File: src/rtl/ysyx_22041412_seq_ctrl.sv
// Multi-cycle sequencer for the ysyx_22041412 core: walks fetch, decode, execute,
// memory and write-back for one instruction at a time, halting on ebreak or timeout.
module ysyx_22041412_seq_ctrl #(
  parameter logic [63:0] RESET_PC = 64'h8000_0000,
  parameter int unsigned TIMEOUT  = 255
) (
  input  logic        clk,
  input  logic        rst,
  input  logic        start,
  input  logic [63:0] next_pc,
  output logic [63:0] pc,
  output logic        if_req,
  input  logic        if_ready,
  input  logic        if_rvalid,
  input  logic [31:0] if_rdata,
  output logic [31:0] ir,
  input  logic [6:0]  dec_opcode,
  input  logic [3:0]  dec_type,
  output logic        ex_en,
  output logic        ls_req,
  output logic        ls_we,
  input  logic        ls_ready,
  input  logic        ls_rvalid,
  output logic        rf_we,
  output logic        pc_we,
  output logic        halt,
  output logic        err,
  output logic [63:0] instret
);

  typedef enum logic [3:0] {
    S_IDLE     = 4'd0,
    S_IF_REQ   = 4'd1,
    S_IF_WAIT  = 4'd2,
    S_ID       = 4'd3,
    S_EX       = 4'd4,
    S_MEM_REQ  = 4'd5,
    S_MEM_WAIT = 4'd6,
    S_WB       = 4'd7,
    S_HALT     = 4'd8
  } state_t;

  localparam logic [6:0]  OP_LOAD     = 7'b0000011;
  localparam logic [6:0]  OP_STORE    = 7'b0100011;
  localparam logic [6:0]  OP_SYSTEM   = 7'b1110011;
  localparam logic [31:0] EBREAK      = 32'h0010_0073;
  localparam logic [31:0] NOP         = 32'h0000_0013;
  localparam logic [3:0]  TYPE_BRANCH = 4'b0011;
  localparam logic [3:0]  TYPE_STORE  = 4'b0100;
  // The cycle in which the counter would reach TIMEOUT is the last one allowed.
  localparam logic [7:0]  WAIT_LAST   = 8'(TIMEOUT - 1);

  state_t     state;
  state_t     state_next;
  logic [7:0] wait_cnt;
  logic       in_wait;
  logic       wait_expired;
  logic       timeout_hit;
  logic       is_ebreak;
  logic       is_load;
  logic       is_store;
  logic       writes_rd;

  assign in_wait      = (state == S_IF_REQ)  || (state == S_IF_WAIT) ||
                        (state == S_MEM_REQ) || (state == S_MEM_WAIT);
  assign wait_expired = (wait_cnt == WAIT_LAST);
  assign is_ebreak    = (dec_opcode == OP_SYSTEM) && (ir == EBREAK);
  assign is_load      = (dec_opcode == OP_LOAD);
  assign is_store     = (dec_opcode == OP_STORE);
  assign writes_rd    = !((dec_type == TYPE_BRANCH) || (dec_type == TYPE_STORE));

  always_comb begin
    // NOTE: every signal written here gets a default first, so no path can infer a latch.
    state_next  = state;
    timeout_hit = 1'b0;
    case (state)
      S_IDLE: begin
        if (start) state_next = S_IF_REQ;
      end
      S_IF_REQ: begin
        if (if_ready)          state_next  = S_IF_WAIT;
        else if (wait_expired) timeout_hit = 1'b1;
      end
      S_IF_WAIT: begin
        if (if_rvalid)         state_next  = S_ID;
        else if (wait_expired) timeout_hit = 1'b1;
      end
      S_ID: state_next = S_EX;
      S_EX: begin
        if (is_ebreak)               state_next = S_HALT;
        else if (is_load || is_store) state_next = S_MEM_REQ;
        else                         state_next = S_WB;
      end
      S_MEM_REQ: begin
        if (ls_ready)          state_next  = S_MEM_WAIT;
        else if (wait_expired) timeout_hit = 1'b1;
      end
      S_MEM_WAIT: begin
        if (ls_rvalid)         state_next  = S_WB;
        else if (wait_expired) timeout_hit = 1'b1;
      end
      S_WB:    state_next = S_IF_REQ;
      S_HALT:  state_next = S_HALT;
      default: state_next = S_IDLE;
    endcase
    if (timeout_hit) state_next = S_HALT;
  end

  // Outputs are registered from the next-state decode, so each one is high
  // for exactly the cycles the FSM spends in the matching state.
  always_ff @(posedge clk) begin
    // NOTE: sequential state uses non-blocking assignments so every flop samples pre-edge values.
    if (rst) begin
      state    <= S_IDLE;
      wait_cnt <= '0;
      pc       <= RESET_PC;
      ir       <= NOP;
      instret  <= '0;
      if_req   <= 1'b0;
      ls_req   <= 1'b0;
      ls_we    <= 1'b0;
      ex_en    <= 1'b0;
      rf_we    <= 1'b0;
      pc_we    <= 1'b0;
      halt     <= 1'b0;
      err      <= 1'b0;
    end else begin
      state <= state_next;

      if (state_next != state) wait_cnt <= '0;
      else if (in_wait)        wait_cnt <= wait_cnt + 8'd1;

      if ((state == S_IF_WAIT) && if_rvalid) ir <= if_rdata;

      if (state == S_WB) begin
        pc      <= next_pc;
        instret <= instret + 64'd1;
      end

      if_req <= (state_next == S_IF_REQ);
      ls_req <= (state_next == S_MEM_REQ);
      ls_we  <= (state_next == S_MEM_REQ) && is_store;
      ex_en  <= (state_next == S_EX);
      pc_we  <= (state_next == S_WB);
      rf_we  <= (state_next == S_WB) && writes_rd;
      halt   <= (state_next == S_HALT);
      if (timeout_hit) err <= 1'b1;
    end
  end

endmodule

File: config.mk
export PLATFORM = sky130hd
export DESIGN_NAME = ysyx_22041412_seq_ctrl
export DESIGN_NICKNAME = d
export VERILOG_FILES = /design/src/rtl/ysyx_22041412_seq_ctrl.sv
export SDC_FILE = /design/constraint.sdc
export NUM_CORES = 1
export LEC_CHECK = 0
export ABC_CLOCK_PERIOD_IN_PS = 4280
export BUFFER_PORTS_ARGS = -buffer_cell sky130_fd_sc_hd__buf_2
export CAP_MARGIN = 20
export CORE_ASPECT_RATIO = 0.9
export CORE_MARGIN = 8
export CORE_UTILIZATION = 53
export DETAILED_ROUTE_END_ITERATION = 10
export GPL_ROUTABILITY_DRIVEN = 0
export MAX_ROUTING_LAYER = met4
export PLACE_DENSITY = 0.87
export SLEW_MARGIN = 20
export SYNTH_ARGS = -nofsm -noshare
export SYNTH_HDL_FRONTEND = slang
export SYNTH_SLANG_ARGS = --single-unit
File: constraint.sdc
create_clock -name clk -period 4.28 [get_ports clk]
set_input_delay 0.856 -clock clk [delete_from_list [all_inputs] [get_ports clk]]
set_output_delay 0.856 -clock clk [all_outputs]
set_load 0.05 [all_outputs]
==> metrics.md <==
| Metric | Value |
|---|---|
| CTS tree | built |
| CP Data Required Time | about 4.6 ns |
| Synth area leaders | dfxtp_1 47%, nand2_1 12%, a21oi_1 8.9% |
| Initial core utilization | 54.2% |
| Clk_lat worst skew | 0.42 ns |
| Post-synth top flop | dfxtp_1 |
| Layout cell share with drive strength beyond 1 | approximately 29% |
| Sequential share of power | 47.4% |
| H-Tree Depth | 4 |
| Max Clk Rate | between 300 and 400 MHz |
| Switching part of the total power | 23.7% |
| Final Hold Viols | 0 |
| VDD IR-drop max | about 0.3 mV |
| Post-synthesis cell area | 7620 um^2 |
| RSZ-0062 raised after global routing | no |
| Worst clock skew | just under 0.009 ns |
| Worst-Margin Slew | 1.07 ns |
| Top Ports | approximately 280 |
| Area growth, synth to finish | 27.7% |
| Cells traversed along the worst timing path | and4b_2 > buf_4 > nand3_1 > nor4_1 > xnor2_1 > nor2_1 |
| Nets | between 1000 and 1500 |
| Crit path DAT | 2.91 ns |
| GRT overflow | 0 |
| Cts repair resizes | 0 |
| Non-filler cells, final | about 1400 |
| Dpl cells | 1358 |
| Die ar. | about 18000 um^2 |
| Grt met2 use | a little over two fifths |
| Internal cell power | 2.76 mW |
| Initial DRC Count | between 500 and 600 |
| Post-CTS Setup Bufs | 0 |
| Worst path bufs/invs | 1 |
| CP max stage delay | 0.65 ns |
| Post-route ant nets | 0 |
| Met3 usage | under 10% |
| Total of max-cap violations | 0 |
| CTS clk-pin slew, worst paths | 0.07 ns |
| Hold Path Class | reg2reg |
| Mean Syn Cell Area | 8.16 um^2 |
| Std-Cell Rows | between 40 and 50 |
| Fin crit share | approximately 61% |
| NetSw | roughly 0.86 mW |
| CP max FO | 68 |
| Clock Power Share | a little under half |
| Top-area cell type share of the netlist area | between 40 and 50% |
| Syn nets | around 1100 |
| Run status | finished clean |
| GRT Total Usage | between 20% and 30% |
| Largest area contributor in the netlist | dfxtp_1 |
| # DRC | 0 |
| Met1 Use GR | 29.0% |
| Synthesized flop and latch total | 180 |
| Final Critical Period | ~2.6 ns |
| EDFF count, synth | 0 |
| Initial antenna violation count | 1 |
| Largest net degree at the start of global routing | 69 |
| Setup Total Neg Slack | 0 ns |
| Leak pwr | approximately 4.0 nW |
| Warnings from Yosys | 0 |
| CTS Root Cell | clkbuf_16 |
| Gr busiest metal | met2 |
| Die height | 130 um |
| DRT Pass-1 Iters | 6 |
| Vias in the first global route | 7343 |
| Clock tree sinks | 180 |
| Final setup violation count | 0 |
| Pwr dens | approximately 370 nW/um^2 |
| Fraction of registers with async set/reset | 0% |
| Avg Vias per Cell | about 5.6 |
| Num CTS Buffers | 17 |
| Logic pwr share | 6.7% |
| Vias | 7782 |
| Crit-path leading delay family | simple AND/OR/NAND/NOR gates |
| Final wirelength | 23.9 mm |
| Seq/Total Area, Yosys | between 40 and 50% |
| Slowest cell on crit path | dfxtp_1 |
| Clock Path Buffers | 2 |
| Port-buffer cells | 281 |
| Crit path kind | reg2reg |
| Slew Limit Fails | 0 |
| Cts hold-fix bufs | 0 |
| Slew HR | 28.5% |
| First-pass GRT wire length | around 37 mm |
| Cells after Synth | around 930 |
| CP Capture Type | register |
| DPL Wire Length | 17.4 mm |
| Startpoint types | register |
| Synth unique cells | 56 |
| WL per Instance | roughly 17 um |
| CORE AREA | ~14000 um^2 |
| DIE WIDTH | 142 um |
[Yosys cell counts (4+ instances only)]
| cell type | count |
|---|---|
| a21oi_1 | 135 |
| and3_1 | 6 |
| and4_1 | 9 |
| buf_1 | 6 |
| buf_2 | 7 |
| clkbuf_1 | 40 |
| dfxtp_1 | 180 |
| inv_1 | 14 |
| nand2_1 | 237 |
| nand3_1 | 25 |
| nand3b_1 | 4 |
| nand4_1 | 21 |
| nand4_2 | 4 |
| nor2_1 | 43 |
| nor3_1 | 17 |
| nor4_1 | 16 |
| nor4b_1 | 6 |
| o21ai_0 | 11 |
| o21ai_1 | 4 |
| o31ai_1 | 23 |
| or3_1 | 15 |
| or4_1 | 24 |
| xnor2_1 | 18 |
| xor2_1 | 17 |
[area by class of cell]
type | instances | area, um^2
fillers | 1110 | 4330
multi-input cells | 685 | 3750
flip-flops and latches | 180 | 3600
repair buffers | 285 | 1440
clock buffers | 20 | 467
well taps | 193 | 241
clock inverters | 12 | 166
inverters | 15 | 56.3
diodes | 1 | 2.50
[tightest hold or removal path, cell delays in order, from the launching register on]
cell,delay [ns]
dfxtp_1,0.31
nand2_1,0.05
a21oi_1,0.05
[layout by cell type, fill, tap and decap left out, types with 5 or more instances in the layout]
cell,count
nor3_1,17
or3_1,15
buf_4,5
nand4_1,21
inv_1,14
a21oi_1,135
nor2_1,43
nand3_1,24
clkbuf_16,17
o21ai_0,11
xnor2_1,18
nor4_1,16
nor4b_1,6
buf_2,280
o31ai_1,23
or4_1,24
dfxtp_1,180
and3_1,6
and4_1,9
xor2_1,17
nand2_1,237
[power by group through the flow]
stage	clock, mW	sequential, mW	combinational, mW
floorplan	0	1.78	0.118
global placement	0	1.75	0.237
detailed placement	0	1.75	0.241
CTS	1.68	1.71	0.244
global route	1.75	1.72	0.267
finish	1.66	1.71	0.244
[cells by family (layout without fill, tap and decap cells)]
| group | after synthesis | count (layout) | synth area share (%) |
|---|---|---|---|
| AO/OA/AOI/OAI | 188 | 188 | 13.8 |
| XOR/XNOR | 35 | 35 | 4.02 |
| adder cells (fa/ha/maj) | 3 | 3 | 0.493 |
| buffers and inverters | 69 | 332 | 3.56 |
| flip-flops | 180 | 180 | 47.3 |
| multiplexers | 5 | 5 | 0.690 |
| other | 0 | 1 | 0 |
| AND/OR/NAND/NOR | 454 | 454 | 30.1 |
[stage by stage]
| step | hold WS, ns | util [%] | setup slack (ns) | instance area [um^2] | power, mW |
|---|---|---|---|---|---|
| floorplan | 0.517 | - | 1.98 | 7620 | 1.90 |
| global placement | 0.438 | 64.6 | 1.73 | 9080 | 1.99 |
| detailed placement | 0.443 | 64.7 | 1.68 | 9090 | 1.99 |
| CTS | 0.452 | 69.2 | 1.65 | 9720 | 3.63 |
| global route | 0.471 | 69.2 | 1.38 | 9730 | 3.73 |
| finish | 0.452 | 69.2 | 1.66 | 9730 | 3.61 |
[final timing paths]
kind / slack, ns / startpoint / cells past startpoint / endpoint
hold / removal: 0.45 / pc[19]$_SDFFE_PP0N_ / 2 / pc[19]$_SDFFE_PP0N_
setup / recovery: 1.66 / state[0]$_SDFF_PP0_ / 6 / instret[16]$_SDFFE_PP0N_
setup reg to reg: 1.66 / state[0]$_SDFF_PP0_ / 6 / instret[16]$_SDFFE_PP0N_
hold reg to reg: 0.45 / pc[19]$_SDFFE_PP0N_ / 2 / pc[19]$_SDFFE_PP0N_
[routing by layer]
metal	up-vias	wire (um)	share of wire, %
met5	-	0	0
li1	3780	-	-
met1	3647	9310	39
met3	31	2170	9.1
met2	324	11900	50
met4	0	456	1.9
[flip-flops by register name, summed over array words and instances, names as in the netlist]
name      flops
instret      64
pc           64
ir           32
wait_cnt      8
state         4
err           1
ex_en         1
halt          1
if_req        1
ls_req        1
ls_we         1
pc_we         1
rf_we         1
Note: power is estimated with default switching activity, not from simulation.
